===== config.mk =====
export PLATFORM = sky130hd
export DESIGN_NAME = alu_op_sequencer
export DESIGN_NICKNAME = d
export VERILOG_FILES = /design/src/rtl/types_pkg.sv /design/src/rtl/alu_cmd_fifo.sv /design/src/rtl/alu_op_sequencer.sv
export SDC_FILE = /design/constraint.sdc
export NUM_CORES = 1
export LEC_CHECK = 0
export ABC_AREA = 1
export CAP_MARGIN = 20
export CORE_MARGIN = 2
export CORE_UTILIZATION = 56
export DETAILED_ROUTE_END_ITERATION = 7
export HOLD_SLACK_MARGIN = 0.02
export PLACE_DENSITY = 0.85
export SKIP_LAST_GASP = 1
export SLEW_MARGIN = 20
export SYNTH_ARGS = -nofsm -noshare
export SYNTH_HDL_FRONTEND = slang
export SYNTH_SLANG_ARGS = --single-unit

===== constraint.sdc =====
create_clock -name clock -period 6.3 [get_ports clock]
set_input_delay 0.945 -clock clock [delete_from_list [all_inputs] [get_ports clock]]
set_output_delay 0.945 -clock clock [all_outputs]
set_load 0.02 [all_outputs]

===== src/rtl/types_pkg.sv =====
// Shared ALU types: operation select, operand/result widths and the
// command record carried through the sequencer's FIFO.
package types_pkg;

   typedef enum logic [1:0] {
      OP_ADD = 2'd0,
      OP_SUB = 2'd1,
      OP_MUL = 2'd2,
      OP_DIV = 2'd3
   } op_type;

   localparam int OPERAND_W = 16;
   localparam int RESULT_W  = 32;

   typedef struct packed {
      logic [OPERAND_W-1:0] value1;
      logic [OPERAND_W-1:0] value2;
      op_type               mode;
   } alu_cmd_t;

endpackage


===== src/rtl/alu_cmd_fifo.sv =====
// Small command FIFO for the ALU sequencer. Head entry is readable
// combinationally so the sequencer can issue it on the popping edge.
// Pointers wrap modulo DEPTH; count is one bit wider so full != empty.
module alu_cmd_fifo
   import types_pkg::*;
#(
   parameter int DEPTH = 4
) (
   input  logic                   clock,
   input  logic                   reset,
   input  logic                   push,
   input  logic                   pop,
   input  alu_cmd_t               wr_data,
   output alu_cmd_t               rd_data,
   output logic                   full,
   output logic                   empty,
   output logic [$clog2(DEPTH):0] count
);

   localparam int AW = $clog2(DEPTH);
   localparam logic [AW:0] FULL_CNT = (AW+1)'(DEPTH);

   alu_cmd_t      mem_q [DEPTH];
   logic [AW-1:0] wr_ptr_q, wr_ptr_d;
   logic [AW-1:0] rd_ptr_q, rd_ptr_d;
   logic [AW:0]   count_q, count_d;
   logic          do_push, do_pop;

   assign full    = (count_q == FULL_CNT);
   assign empty   = (count_q == '0);
   assign count   = count_q;
   assign rd_data = mem_q[rd_ptr_q];

   // Next pointer/occupancy; requests against full/empty are ignored.
   always_comb begin
      do_push  = push && !full;
      do_pop   = pop && !empty;
      wr_ptr_d = do_push ? wr_ptr_q + 1'b1 : wr_ptr_q;
      rd_ptr_d = do_pop  ? rd_ptr_q + 1'b1 : rd_ptr_q;
      case ({do_push, do_pop})
         2'b10:   count_d = count_q + 1'b1;
         2'b01:   count_d = count_q - 1'b1;
         default: count_d = count_q;
      endcase
   end

   // Pointer and occupancy registers, cleared by reset.
   always_ff @(posedge clock) begin
      if (!reset) begin
         wr_ptr_q <= '0;
         rd_ptr_q <= '0;
         count_q  <= '0;
      end else begin
         wr_ptr_q <= wr_ptr_d;
         rd_ptr_q <= rd_ptr_d;
         count_q  <= count_d;
      end
   end

   // Storage array; contents need no reset since the pointers gate reads.
   always_ff @(posedge clock) begin
      if (do_push) begin
         mem_q[wr_ptr_q] <= wr_data;
      end
   end

endmodule


===== src/rtl/alu_op_sequencer.sv =====
// Queues ALU commands, issues them one at a time to the ALU, waits the
// ALU latency, captures result/correct and returns them in order.
module alu_op_sequencer
   import types_pkg::*;
#(
   parameter int DEPTH       = 4,
   parameter int ALU_LATENCY = 1
) (
   input  logic                   clock,
   input  logic                   reset,
   input  logic                   cmd_valid,
   output logic                   cmd_ready,
   input  logic [OPERAND_W-1:0]   cmd_value1,
   input  logic [OPERAND_W-1:0]   cmd_value2,
   input  op_type                 cmd_mode,
   output logic [OPERAND_W-1:0]   value1,
   output logic [OPERAND_W-1:0]   value2,
   output op_type                 mode,
   input  logic [RESULT_W-1:0]    result,
   input  logic [OPERAND_W-1:0]   correct,
   output logic                   rsp_valid,
   input  logic                   rsp_ready,
   output logic [RESULT_W-1:0]    rsp_result,
   output logic [OPERAND_W-1:0]   rsp_correct,
   output logic [$clog2(DEPTH):0] count
);

   localparam int WAIT_W = $clog2(ALU_LATENCY + 1);
   localparam logic [WAIT_W-1:0] WAIT_LOAD = WAIT_W'(ALU_LATENCY);
   localparam logic [WAIT_W-1:0] WAIT_LAST = WAIT_W'(1);

   typedef enum logic [1:0] {
      ST_IDLE = 2'd0,
      ST_EXEC = 2'd1,
      ST_RESP = 2'd2
   } state_t;

   state_t               state_q, state_d;
   logic [WAIT_W-1:0]    wait_cnt_q, wait_cnt_d;
   alu_cmd_t             issue_q, issue_d;
   logic                 rsp_valid_q, rsp_valid_d;
   logic [RESULT_W-1:0]  rsp_result_q, rsp_result_d;
   logic [OPERAND_W-1:0] rsp_correct_q, rsp_correct_d;

   alu_cmd_t cmd_in, fifo_head;
   logic     fifo_pop, fifo_full, fifo_empty;

   assign cmd_in = '{value1: cmd_value1, value2: cmd_value2, mode: cmd_mode};

   alu_cmd_fifo #(
      .DEPTH (DEPTH)
   ) u_fifo (
      .clock   (clock),
      .reset   (reset),
      .push    (cmd_valid),
      .pop     (fifo_pop),
      .wr_data (cmd_in),
      .rd_data (fifo_head),
      .full    (fifo_full),
      .empty   (fifo_empty),
      .count   (count)
   );

   assign cmd_ready   = !fifo_full;
   assign value1      = issue_q.value1;
   assign value2      = issue_q.value2;
   assign mode        = issue_q.mode;
   assign rsp_valid   = rsp_valid_q;
   assign rsp_result  = rsp_result_q;
   assign rsp_correct = rsp_correct_q;

   // Sequencer next state: issue from FIFO head, count down, capture, hand off.
   always_comb begin
      state_d       = state_q;
      wait_cnt_d    = wait_cnt_q;
      issue_d       = issue_q;
      rsp_valid_d   = rsp_valid_q;
      rsp_result_d  = rsp_result_q;
      rsp_correct_d = rsp_correct_q;
      fifo_pop      = 1'b0;
      case (state_q)
         ST_IDLE: begin
            if (!fifo_empty) begin
               fifo_pop   = 1'b1;
               issue_d    = fifo_head;
               wait_cnt_d = WAIT_LOAD;
               state_d    = ST_EXEC;
            end
         end
         ST_EXEC: begin
            if (wait_cnt_q == WAIT_LAST) begin
               rsp_result_d  = result;
               rsp_correct_d = correct;
               rsp_valid_d   = 1'b1;
               state_d       = ST_RESP;
            end else begin
               wait_cnt_d = wait_cnt_q - 1'b1;
            end
         end
         ST_RESP: begin
            if (rsp_ready) begin
               rsp_valid_d = 1'b0;
               if (!fifo_empty) begin
                  // Back-to-back: next command issues on the handshake edge.
                  fifo_pop   = 1'b1;
                  issue_d    = fifo_head;
                  wait_cnt_d = WAIT_LOAD;
                  state_d    = ST_EXEC;
               end else begin
                  state_d = ST_IDLE;
               end
            end
         end
         default: begin
            state_d = ST_IDLE;
         end
      endcase
   end

   // Sequencer registers; reset drops any in-flight op and pending response.
   always_ff @(posedge clock) begin
      if (!reset) begin
         state_q       <= ST_IDLE;
         wait_cnt_q    <= '0;
         issue_q       <= '{value1: '0, value2: '0, mode: op_type'(0)};
         rsp_valid_q   <= 1'b0;
         rsp_result_q  <= '0;
         rsp_correct_q <= '0;
      end else begin
         state_q       <= state_d;
         wait_cnt_q    <= wait_cnt_d;
         issue_q       <= issue_d;
         rsp_valid_q   <= rsp_valid_d;
         rsp_result_q  <= rsp_result_d;
         rsp_correct_q <= rsp_correct_d;
      end
   end

endmodule


==> reports/metrics.csv, run 1 <==
stage,metric,value,unit
run_status,run_status,finished clean,
grt,antenna_found_initial,0,
placed_design,gp_congestion,0.741,
yosys,synth_simple_gate_area_share,23.1,%
layout,mostFrequentLayoutCells,"nand2_1 (371), clkdlybuf4s50_1 (171), edfxtp_1 (136)",
detailed_routing,via_count,7172,
detailed_routing,antenna_left,0,
yosys,syn_area,0.00930,sq mm
yosys,syn_inst,1019,
clock_network,clock-sinks,231,
detailed_routing,route.met3.wl,1.29,mm
grt,grt_max_degree,75,
clock_network,cts_tree,built,
yosys,synth_compound_area_share,3.23,%
timing,postLayoutSetupSlackWorst,3480,ps
setup_path,cp_slowest_cell,clkinv_2,
clock_network,htreeDepth,1,
yosys,synth_fa_ha_area_share,0.888,%
placed_design,io_buffers,172,
layout,area_growth,28.0,%
layout,final_layout_size_suffix_gt1_share,4.63,%
job,cap_violations,0,
timing,hold_viol,0,
hold_path,hold_path_startpoint,rsp_result[9]$_SDFFE_PN0P_,
power_and_ir_drop,ir_drop,287,uV
timing,fin_crit_sh,44.8,%
setup_path,crit_path_frequent_cell,nand2_1,
yosys,synth-seq-cells,231,
setup_path,cp.required,6700,ps
detailed_routing,routed-wl-met2,11.0,mm
detailed_routing,drt_iter0_drc,722,
clock_network,cts_setup_buffers,0,
clock_network,hold_buffers,0,
floorplanning,rows,47,
setup_path,arrival,3220,ps
detailed_routing,wl_per_cell,15.1,um
timing,max_freq,354,MHz
layout,final_common_cell,nand2_1,
detailed_routing,viasPerCell,5.10,
yosys,seq_area_frac_synth,64.4,%
timing,tightest_slew,973,ps
placed_design,dp_hpwl,12.3,mm
power_and_ir_drop,powerDensity,416,mW/mm^2
setup_path,crit_path_cell_trace,buf_4 > clkinv_2 > nand2_1 > nand2_1 > nand2_1 > nand2_1 > nor2_1 > nor2_1,
yosys,syn-mean-instance-area,9.13,sq um
timing,finalCriticalPeriod,2820,ps
setup_path,r2r_slack,3480,ps
setup_path,path_max_fanout,69,
timing,fin_setup_tns,0,ps
grt,grt_overflow,0,
layout,diodes,0,
timing,setup_viol,0,
setup_path,cpPeakStageDelay,970,ps
yosys,synth.distinct_cells,19,
timing,slew_violations,0,
floorplanning,die-area,0.0177,sq mm
detailed_routing,drcViolationCount,0,
yosys,synth_top_family_by_area,simple AND/OR/NAND/NOR gates,
timing,rsz0062_at_grt,false,
grt,grt_pass1_vias,6806,
timing,slew-limit-headroom,35.1,%
yosys,synth.net_count,1111,
yosys,synth-xor-area-share,0,%
clock_network,insertion_delay,510,ps
detailed_routing,highest_layer,met4,
clock_network,numCtsBuffers,23,
grt,grt_first_pass_wirelength,33.5,mm
timing,fin_skew,16.2,ps
floorplanning,die_w,133,um
placed_design,pre_cts_ws,3010,ps
clock_network,clockBufferDepth,3,
clock_network,path_clk_slew,60,ps
layout,final_nets,1262,
detailed_routing,finalWirelength,21.3,mm
yosys,synth_warnings,0,
detailed_routing,met1Wirelength,8.54,mm
floorplanning,core,0.0164,sq mm
floorplanning,die_height,133,um
grt,gr-usage-all-layers,23.3,%
floorplanning,initial_utilization,56.7,%
setup_path,cp-start-kind,flop,
floorplanning,ios,173,
setup_path,critical_path_class,reg -> reg,
clock_network,cts_resized,0,
hold_path,hold_class,reg -> reg,
power_and_ir_drop,p_leak,4.95,nW
yosys,synth_mux_area_share,0,%
detailed_routing,first_pass_iters,5,
clock_network,clock-root-buffer,clkbuf_16,
setup_path,end_kind,flop,
## state kept, by name (all words and copies together) (netlist names), 3 cells and up, named ones only
register	cells
value2	16
rsp_result	32
value1	16
u_fifo.mem_q	136
rsp_correct	16
u_fifo.count	3
## power breakdown
| part | switching [mW] | total, mW | internal, mW |
|---|---|---|---|
| clock network | 0.556 | 1.34 | 0.787 |
| logic | 1.04 | 1.64 | 0.605 |
| registers | 0.123 | 1.96 | 1.84 |
| total | 1.72 | 4.95 | 3.23 |
## worst paths after layout
kind	end	depth (start not counted)
worst max-delay path	value2[9]$_SDFFE_PN0P_	8
worst max register to register	value2[9]$_SDFFE_PN0P_	8
worst min register to register	rsp_result[9]$_SDFFE_PN0P_	2
worst min-delay path	rsp_result[9]$_SDFFE_PN0P_	2
## through the flow
| step | cell area, sq um | power [mW] | util (%) | std cells | hold WS (ps) |
|---|---|---|---|---|---|
| 2_1_floorplan | 9300 | 3.10 | - | 1019 | 472 |
| 3_3_place_gp | 11000 | 3.53 | 67.3 | 1360 | 447 |
| 3_5_place_dp | 11000 | 3.59 | 67.3 | 1360 | 452 |
| 4_1_cts | 11800 | 4.94 | 71.9 | 1402 | 462 |
| 5_1_grt | 11900 | 5.23 | 72.6 | 1407 | 478 |
| 6_report | 11900 | 4.95 | 72.6 | 1407 | 460 |
## cells by family (layout without fill, tap and decap cells)
group | Yosys count | count (layout)
simple gates | 542 | 542
flops | 231 | 231
buf+inv | 180 | 348
compound gates | 60 | 60
fa+ha+maj | 6 | 6
## critical path, delay by kind of cell (launching register included)
| family | cells | cell delay (ps) |
|---|---|---|
| buffers and inverters | 2 | 1530 |
| AND/OR/NAND/NOR | 6 | 820 |
| flip-flops | 1 | 320 |
## Yosys cell counts (all sizes together)
master / instances / share of area [%]
nor2: 87 / 3.5
clkinv: 1 / 0.040
nand4: 1 / 0.067
o21ai: 5 / 0.27
edfxtp: 136 / 44
fa: 1 / 0.22
ha: 5 / 0.67
nand3: 83 / 4.5
nand2: 371 / 15
dfxtp: 95 / 20
buf: 38 / 2.7
a21oi: 55 / 3.0
clkbuf: 18 / 0.73
inv: 123 / 5.0
## final cells by class
class / instances / area, sq um
clock buffer: 28 / 624
timing repair buffer: 182 / 1860
clock inverter: 14 / 123
multi-input combinational: 608 / 2570
sequential: 231 / 5990
inverter: 124 / 467
fill: 1107 / 4500
tap: 220 / 275
## metal layers
| metal | vias up | GRT usage, % |
|---|---|---|
| li1 | 3495 | - |
| met1 | 3363 | 29.2 |
| met2 | 269 | 41.4 |
| met3 | 45 | 3.41 |
| met4 | 0 | 7.77 |
| met5 | - | 0 |
(Power assumes the default switching activity.)
==> inputs of run 2 (changes only) <==
- CORE_UTILIZATION: 56 -> 52
- PLACE_DENSITY: 0.85 -> 0.8
- clock period: 6.3 -> 2.7 ns (I/O delays scaled with it)
==> reports/metrics.csv, run 2 (synthesized netlist as in run 1, its figures left out) <==
stage,metric,value,unit,change
setup_path,cpPeakStageDelay,600,ps,-370 ps
clock_network,cts_resized,0,,unchanged
clock_network,numCtsBuffers,24,,+4.3%
setup_path,path_max_fanout,5,,-93%
timing,fin_skew,10.2,ps,-6.03 ps
timing,slew_violations,0,,unchanged
setup_path,cp.required,2300,ps,-4400 ps
timing,max_freq,486,MHz,
placed_design,dpl.cell_count,1379,,+1.4%
timing,setup_viol,0,,unchanged
setup_path,cp_slowest_cell,clkdlybuf4s50_1,,
detailed_routing,drt_iter0_drc,490,,-32%
layout,nFillCells,1333,,+20%
detailed_routing,first_pass_iters,5,,unchanged
layout,stdcell_count,1422,,+1.1%
grt,grt_pass1_vias,6504,,-4.4%
timing,fin_setup_tns,0,ps,unchanged
grt,gr-usage-all-layers,21.2,%,-2.1 points
detailed_routing,viasPerCell,4.88,,-4.3%
placed_design,gp_congestion,0.734,,-0.90%
timing,postLayoutSetupSlackWorst,641,ps,-2840 ps
detailed_routing,via_count,6940,,-3.2%
placed_design,pre_cts_ws,378,ps,-2630 ps
power_and_ir_drop,p_leak,4.99,nW,+0.88%
timing,slew-limit-headroom,40.0,%,+4.9 points
detailed_routing,antenna_left,0,,unchanged
job,cap_violations,0,,unchanged
clock_network,clock-root-buffer,clkbuf_16,,
setup_path,cp_top_family,buffers and inverters,,
detailed_routing,finalWirelength,20.3,mm,-4.5%
layout,top_register,u_fifo.mem_q,,
hold_path,hold_class,reg -> reg,,
layout,area_growth,28.5,%,
grt,grt_overflow,0,,unchanged
grt,grt_first_pass_wirelength,31.6,mm,-5.6%
layout,largest_reg_flops,136,,unchanged
placed_design,io_buffers,172,,unchanged
layout,design_area,0.0120,sq mm,+0.41%
floorplanning,core,0.0174,sq mm,+6.2%
setup_path,critical_path_class,reg -> out,,
setup_path,cp-start-kind,flop,,
grt,antenna_found_initial,1,,+1
clock_network,cts_tree,built,,
clock_network,hold_buffers,0,,unchanged
layout,final_layout_size_suffix_gt1_share,5.26,%,+0.63 points
timing,hold_viol,0,,unchanged
floorplanning,rows,48,,+2.1%
setup_path,worst-path-buf-inv,1,,-1
timing,finalCriticalPeriod,2060,ps,
power_and_ir_drop,powerDensity,967,mW/mm^2,+130%
clock_network,insertion_delay,510,ps,about the same
layout,diodes,0,,unchanged
clock_network,cts_setup_buffers,0,,unchanged
floorplanning,die_w,138,um,+3.7%
layout,final_nets,1272,,+0.79%
clock_network,clock-sinks,231,,unchanged
clock_network,path_clk_slew,60,ps,about the same
setup_path,crit_path_cell_trace,nor2_1 > nand2_1 > clkdlybuf4s50_1,,
placed_design,dp_hpwl,12.4,mm,+0.34%
detailed_routing,wl_per_cell,14.3,um,-5.5%
run_status,run_status,finished clean,,
timing,tightest_slew,898,ps,-74.6 ps
grt,grt_max_degree,74,,-1.3%
layout,final_common_cell,nand2_1,,
power_and_ir_drop,ir_drop,603,uV,+110%
clock_network,clockBufferDepth,3,,unchanged
setup_path,arrival,1650,ps,-1570 ps
timing,fin_crit_sh,76.3,%,
setup_path,end_kind,primary output,,
floorplanning,die_height,138,um,+3.7%
placed_design,place_area,0.0112,sq mm,+1.2%
floorplanning,initial_utilization,53.4,%,-3.3 points
floorplanning,ios,173,,unchanged
detailed_routing,drcViolationCount,0,,unchanged
clock_network,htreeDepth,1,,unchanged
layout,mostFrequentLayoutCells,"nand2_1 (371), clkdlybuf4s50_1 (171), edfxtp_1 (136)",,
timing,rsz0062_at_grt,false,,
floorplanning,die-area,0.0190,sq mm,+7.5%
run 2: where the power goes:
group	internal (mW)	switching (mW)	total [mW]
clock	1.92	1.27	3.20
combinational	1.41	2.44	3.85
sequential	4.30	0.218	4.52
run 2: final timing paths:
check	start	end	slack, ps	cells after the start
hold / removal	rsp_result[3]$_SDFFE_PN0P_	rsp_result[3]$_SDFFE_PN0P_	460	2
hold reg to reg	rsp_result[3]$_SDFFE_PN0P_	rsp_result[3]$_SDFFE_PN0P_	460	2
setup / recovery	u_fifo.count[0]$_SDFFE_PN0P_	cmd_ready	640	3
setup reg to reg	u_fifo.count[0]$_SDFFE_PN0P_	u_fifo.count[2]$_SDFFE_PN0P_	850	12
run 2: metal layers:
metal  vias up  share of wire (%)  GRT usage (%)
met3        33                6.4           4.01
met4         2                1.8           6.18
met2       175                 51           37.5
met5         -              0.064              0
li1       3519                  -              -
met1      3211                 40           26.5
run 2: area by class of cell:
| class | count | area (sq um) | area share, % |
|---|---|---|---|
| Inverter | 124 | 465 | 3.89 |
| Sequential cell | 231 | 5990 | 50.1 |
| Clock inverter | 12 | 105 | 0.879 |
| Multi-Input combinational cell | 608 | 2570 | 21.5 |
| Tap cell | 225 | 282 | 2.36 |
| Timing Repair Buffer | 191 | 1870 | 15.7 |
| Clock buffer | 31 | 668 | 5.59 |
run 2: worst reg2reg max path, stage by stage (launching register included):
cell,delay [ps]
dfxtp_1,340
nor2_1,170
nand2_1,80
nand2_1,120
ha_1,170
inv_1,70
fa_1,380
nor2_1,140
nor2_1,60
nand2_1,70
nand2_1,50
nand2_1,50
nor2_1,40
run 2: stage by stage:
| stage | power (mW) | hold WS, ps | utilization [%] |
|---|---|---|---|
| floorplan | 7.22 | 472 | - |
| global placement | 8.33 | 447 | 64.2 |
| detailed placement | 8.44 | 451 | 64.2 |
| CTS | 11.7 | 460 | 68.6 |
| global route | 12.3 | 465 | 68.6 |
| finish | 11.6 | 459 | 68.6 |
==> inputs of run 3 (changes only) <==
- CORE_UTILIZATION: 52 -> 47
- PLACE_DENSITY: 0.8 -> 0.76
- clock period: 2.7 -> 1.7 ns (I/O delays scaled with it)
==> reports/metrics.csv, run 3 (synthesized netlist as in run 1, its figures left out) <==
stage,metric,value,unit,change
detailed_routing,viasPerCell,4.73,,-3.2%
layout,mostFrequentLayoutCells,"nand2_1 (368), edfxtp_1 (136), inv_1 (118)",,
timing,slew_violations,0,,unchanged
timing,slew-limit-headroom,62.3,%,+22 points
clock_network,htreeDepth,1,,unchanged
detailed_routing,antenna_left,0,,unchanged
power_and_ir_drop,clkPwrFrac,29.3,%,+1.6 points
grt,grt_pass1_vias,6495,,-0.14%
layout,area_growth,32.1,%,
setup_path,path_max_fanout,2,,-3
timing,fin_setup_tns,0,ps,unchanged
floorplanning,die-area,0.0209,sq mm,+10%
floorplanning,core,0.0195,sq mm,+12%
setup_path,cp.required,1440,ps,-860 ps
power_and_ir_drop,power.switching,6.41,mW,+63%
setup_path,cp-start-kind,flop,,
clock_network,clock-root-buffer,clkbuf_16,,
timing,hold_viol,0,,unchanged
run_status,run_status,finished clean,,
clock_network,clockBufferDepth,3,,unchanged
grt,gr-usage-all-layers,19.1,%,-2.0 points
layout,design_area,0.0123,sq mm,+2.8%
power_and_ir_drop,powerDensity,1540,mW/mm^2,+59%
hold_path,hold_end,value2[11]$_SDFFE_PN0P_,,
detailed_routing,via_count,6993,,+0.76%
timing,setup_viol,0,,unchanged
power_and_ir_drop,p_leak,5.55,nW,+11%
floorplanning,die_height,145,um,+5.0%
floorplanning,initial_utilization,47.8,%,-5.6 points
grt,grt_overflow,0,,unchanged
power_and_ir_drop,p_int,12.5,mW,+64%
floorplanning,die_w,145,um,+5.0%
job,cap_violations,0,,unchanged
detailed_routing,first_pass_iters,5,,unchanged
detailed_routing,drcViolationCount,0,,unchanged
placed_design,io_buffers,172,,unchanged
layout,largest_reg_flops,136,,unchanged
hold_path,hold_path_startpoint,reset,,
layout,top_register,u_fifo.mem_q,,
grt,grt_max_degree,74,,unchanged
clock_network,hold_buffers,0,,unchanged
setup_path,reg2reg_to,u_fifo.count[2]$_SDFFE_PN0P_,,
setup_path,r2r_slack,90,ps,-760 ps
clock_network,cts_tree,built,,
timing,postLayoutSetupSlackWorst,71.7,ps,-569 ps
power_and_ir_drop,ir_drop,923,uV,+53%
placed_design,dp_hpwl,12.7,mm,+2.8%
layout,stdcell_count,1480,,+4.1%
setup_path,r2r-start,u_fifo.count[1]$_SDFFE_PN0P_,,
setup_path,r2r.worst_path.cells,12,,unchanged
detailed_routing,wl_per_cell,13.9,um,-2.5%
floorplanning,ios,173,,unchanged
timing,max_freq,614,MHz,
setup_path,critical_path_class,reg -> out,,
timing,finalCriticalPeriod,1630,ps,
setup_path,end_kind,primary output,,
layout,final_layout_size_suffix_gt1_share,8.31,%,+3.0 points
detailed_routing,drt_iter0_drc,385,,-21%
layout,final_common_cell,nand2_1,,
floorplanning,rows,51,,+6.3%
hold_path,hold_depth,3,,+1
clock_network,numCtsBuffers,25,,+4.2%
placed_design,place_area,0.0115,sq mm,+2.8%
timing,rsz0062_at_grt,true,,
power_and_ir_drop,switching_share,33.9,%,-0.15 points
layout,final_nets,1290,,+1.4%
grt,antenna_found_initial,0,,-1
setup_path,arrival,1370,ps,-280 ps
hold_path,hold_class,in -> reg,,
placed_design,dpl.cell_count,1433,,+3.9%
setup_path,setup.worst_path.start,u_fifo.count[1]$_SDFFE_PN0P_,,
clock_network,insertion_delay,510,ps,about the same
clock_network,path_clk_slew,60,ps,about the same
detailed_routing,finalWirelength,20.6,mm,+1.5%
timing,fin_skew,15.5,ps,+5.25 ps
layout,diodes,0,,unchanged
clock_network,clock-sinks,231,,unchanged
timing,fin_crit_sh,95.8,%,
power_and_ir_drop,p_seq_share,38.2,%,-0.9 points
power_and_ir_drop,comb_power_share,32.5,%,-0.8 points
placed_design,gp_congestion,0.719,,-2.1%
timing,tightest_slew,565,ps,-333 ps
grt,grt_first_pass_wirelength,32.0,mm,+1.2%
placed_design,pre_cts_ws,-344,ps,-722 ps
[run 3: cell types whose count changed in the layout (fill, tap and decap cells not counted), moves of 3 or more]
cell             before  now
buf_12                1   10
buf_4                18   25
clkdlybuf4s50_1     171   84
clkinv_1              7    1
clkinv_2              3    6
dfxtp_1              93   90
dfxtp_4               0    3
dlygate4sd2_1         0   84
dlymetal6s2s_1        0    3
inv_1               121  118
nand2_1             371  368
[run 3: metrics by stage]
| step | power (mW) | util, % | hold WS [ps] |
|---|---|---|---|
| floorplan | 11.6 | - | 354 |
| global placement | 13.6 | 59.1 | 447 |
| detailed placement | 13.8 | 59.1 | 451 |
| CTS | 19.1 | 63.0 | 106 |
| global route | 20.1 | 63.1 | 122 |
| finish | 18.9 | 63.1 | 124 |
[run 3: area by class of cell]
type | count | area [sq um]
Fill cell | 1600 | 7180
Sequential cell | 231 | 6000
Multi-Input combinational cell | 608 | 2610
Timing Repair Buffer | 208 | 2020
Clock buffer | 32 | 692
Inverter | 124 | 468
Tap cell | 265 | 332
Clock inverter | 12 | 165
[run 3: worst max path at each step]
stage	to	slack (ps)	cells past startpoint
5_1_grt	u_fifo.count[2]$_SDFFE_PN0P_	-50	13
6_report	cmd_ready	70	3
3_3_place_gp	u_fifo.count[2]$_SDFFE_PN0P_	-320	14
4_1_cts	rsp_correct[14]	0.6	1
3_5_place_dp	u_fifo.count[2]$_SDFFE_PN0P_	-340	14
2_1_floorplan	u_fifo.count[2]$_SDFFE_PN0P_	-110	15
[run 3: power groups by stage]
| stage | Clock [mW] | Combinational [mW] | Sequential, mW |
|---|---|---|---|
| 2_1_floorplan | 0 | 3.75 | 7.83 |
| 3_3_place_gp | 0 | 6.29 | 7.35 |
| 3_5_place_dp | 0 | 6.42 | 7.36 |
| 4_1_cts | 5.66 | 6.18 | 7.24 |
| 5_1_grt | 5.88 | 6.91 | 7.32 |
| 6_report | 5.55 | 6.16 | 7.23 |
[run 3: worst max-delay path, cell delays in order, from the launching register on]
cell,delay (ps)
dfxtp_4,350
nor2_4,120
nand2_2,80
dlygate4sd2_1,320
[run 3: per-layer routing]
layer | GRT usage (%) | part of all wire [%] | wire [um] | vias to the layer above
met5 | 0 | 0 | 0 | -
met4 | 5.62 | 2.3 | 474 | 0
met3 | 2.57 | 4.7 | 960 | 33
met2 | 34.5 | 51 | 10500 | 148
met1 | 24.2 | 42 | 8660 | 3255
li1 | - | - | - | 3557
[run 3: what timing repair did]
item / 4_1_cts / 5_1_grt
setup endpoints to repair: 91 / 4
setup buffers: 0 / 3
resized for setup: 85 / 4
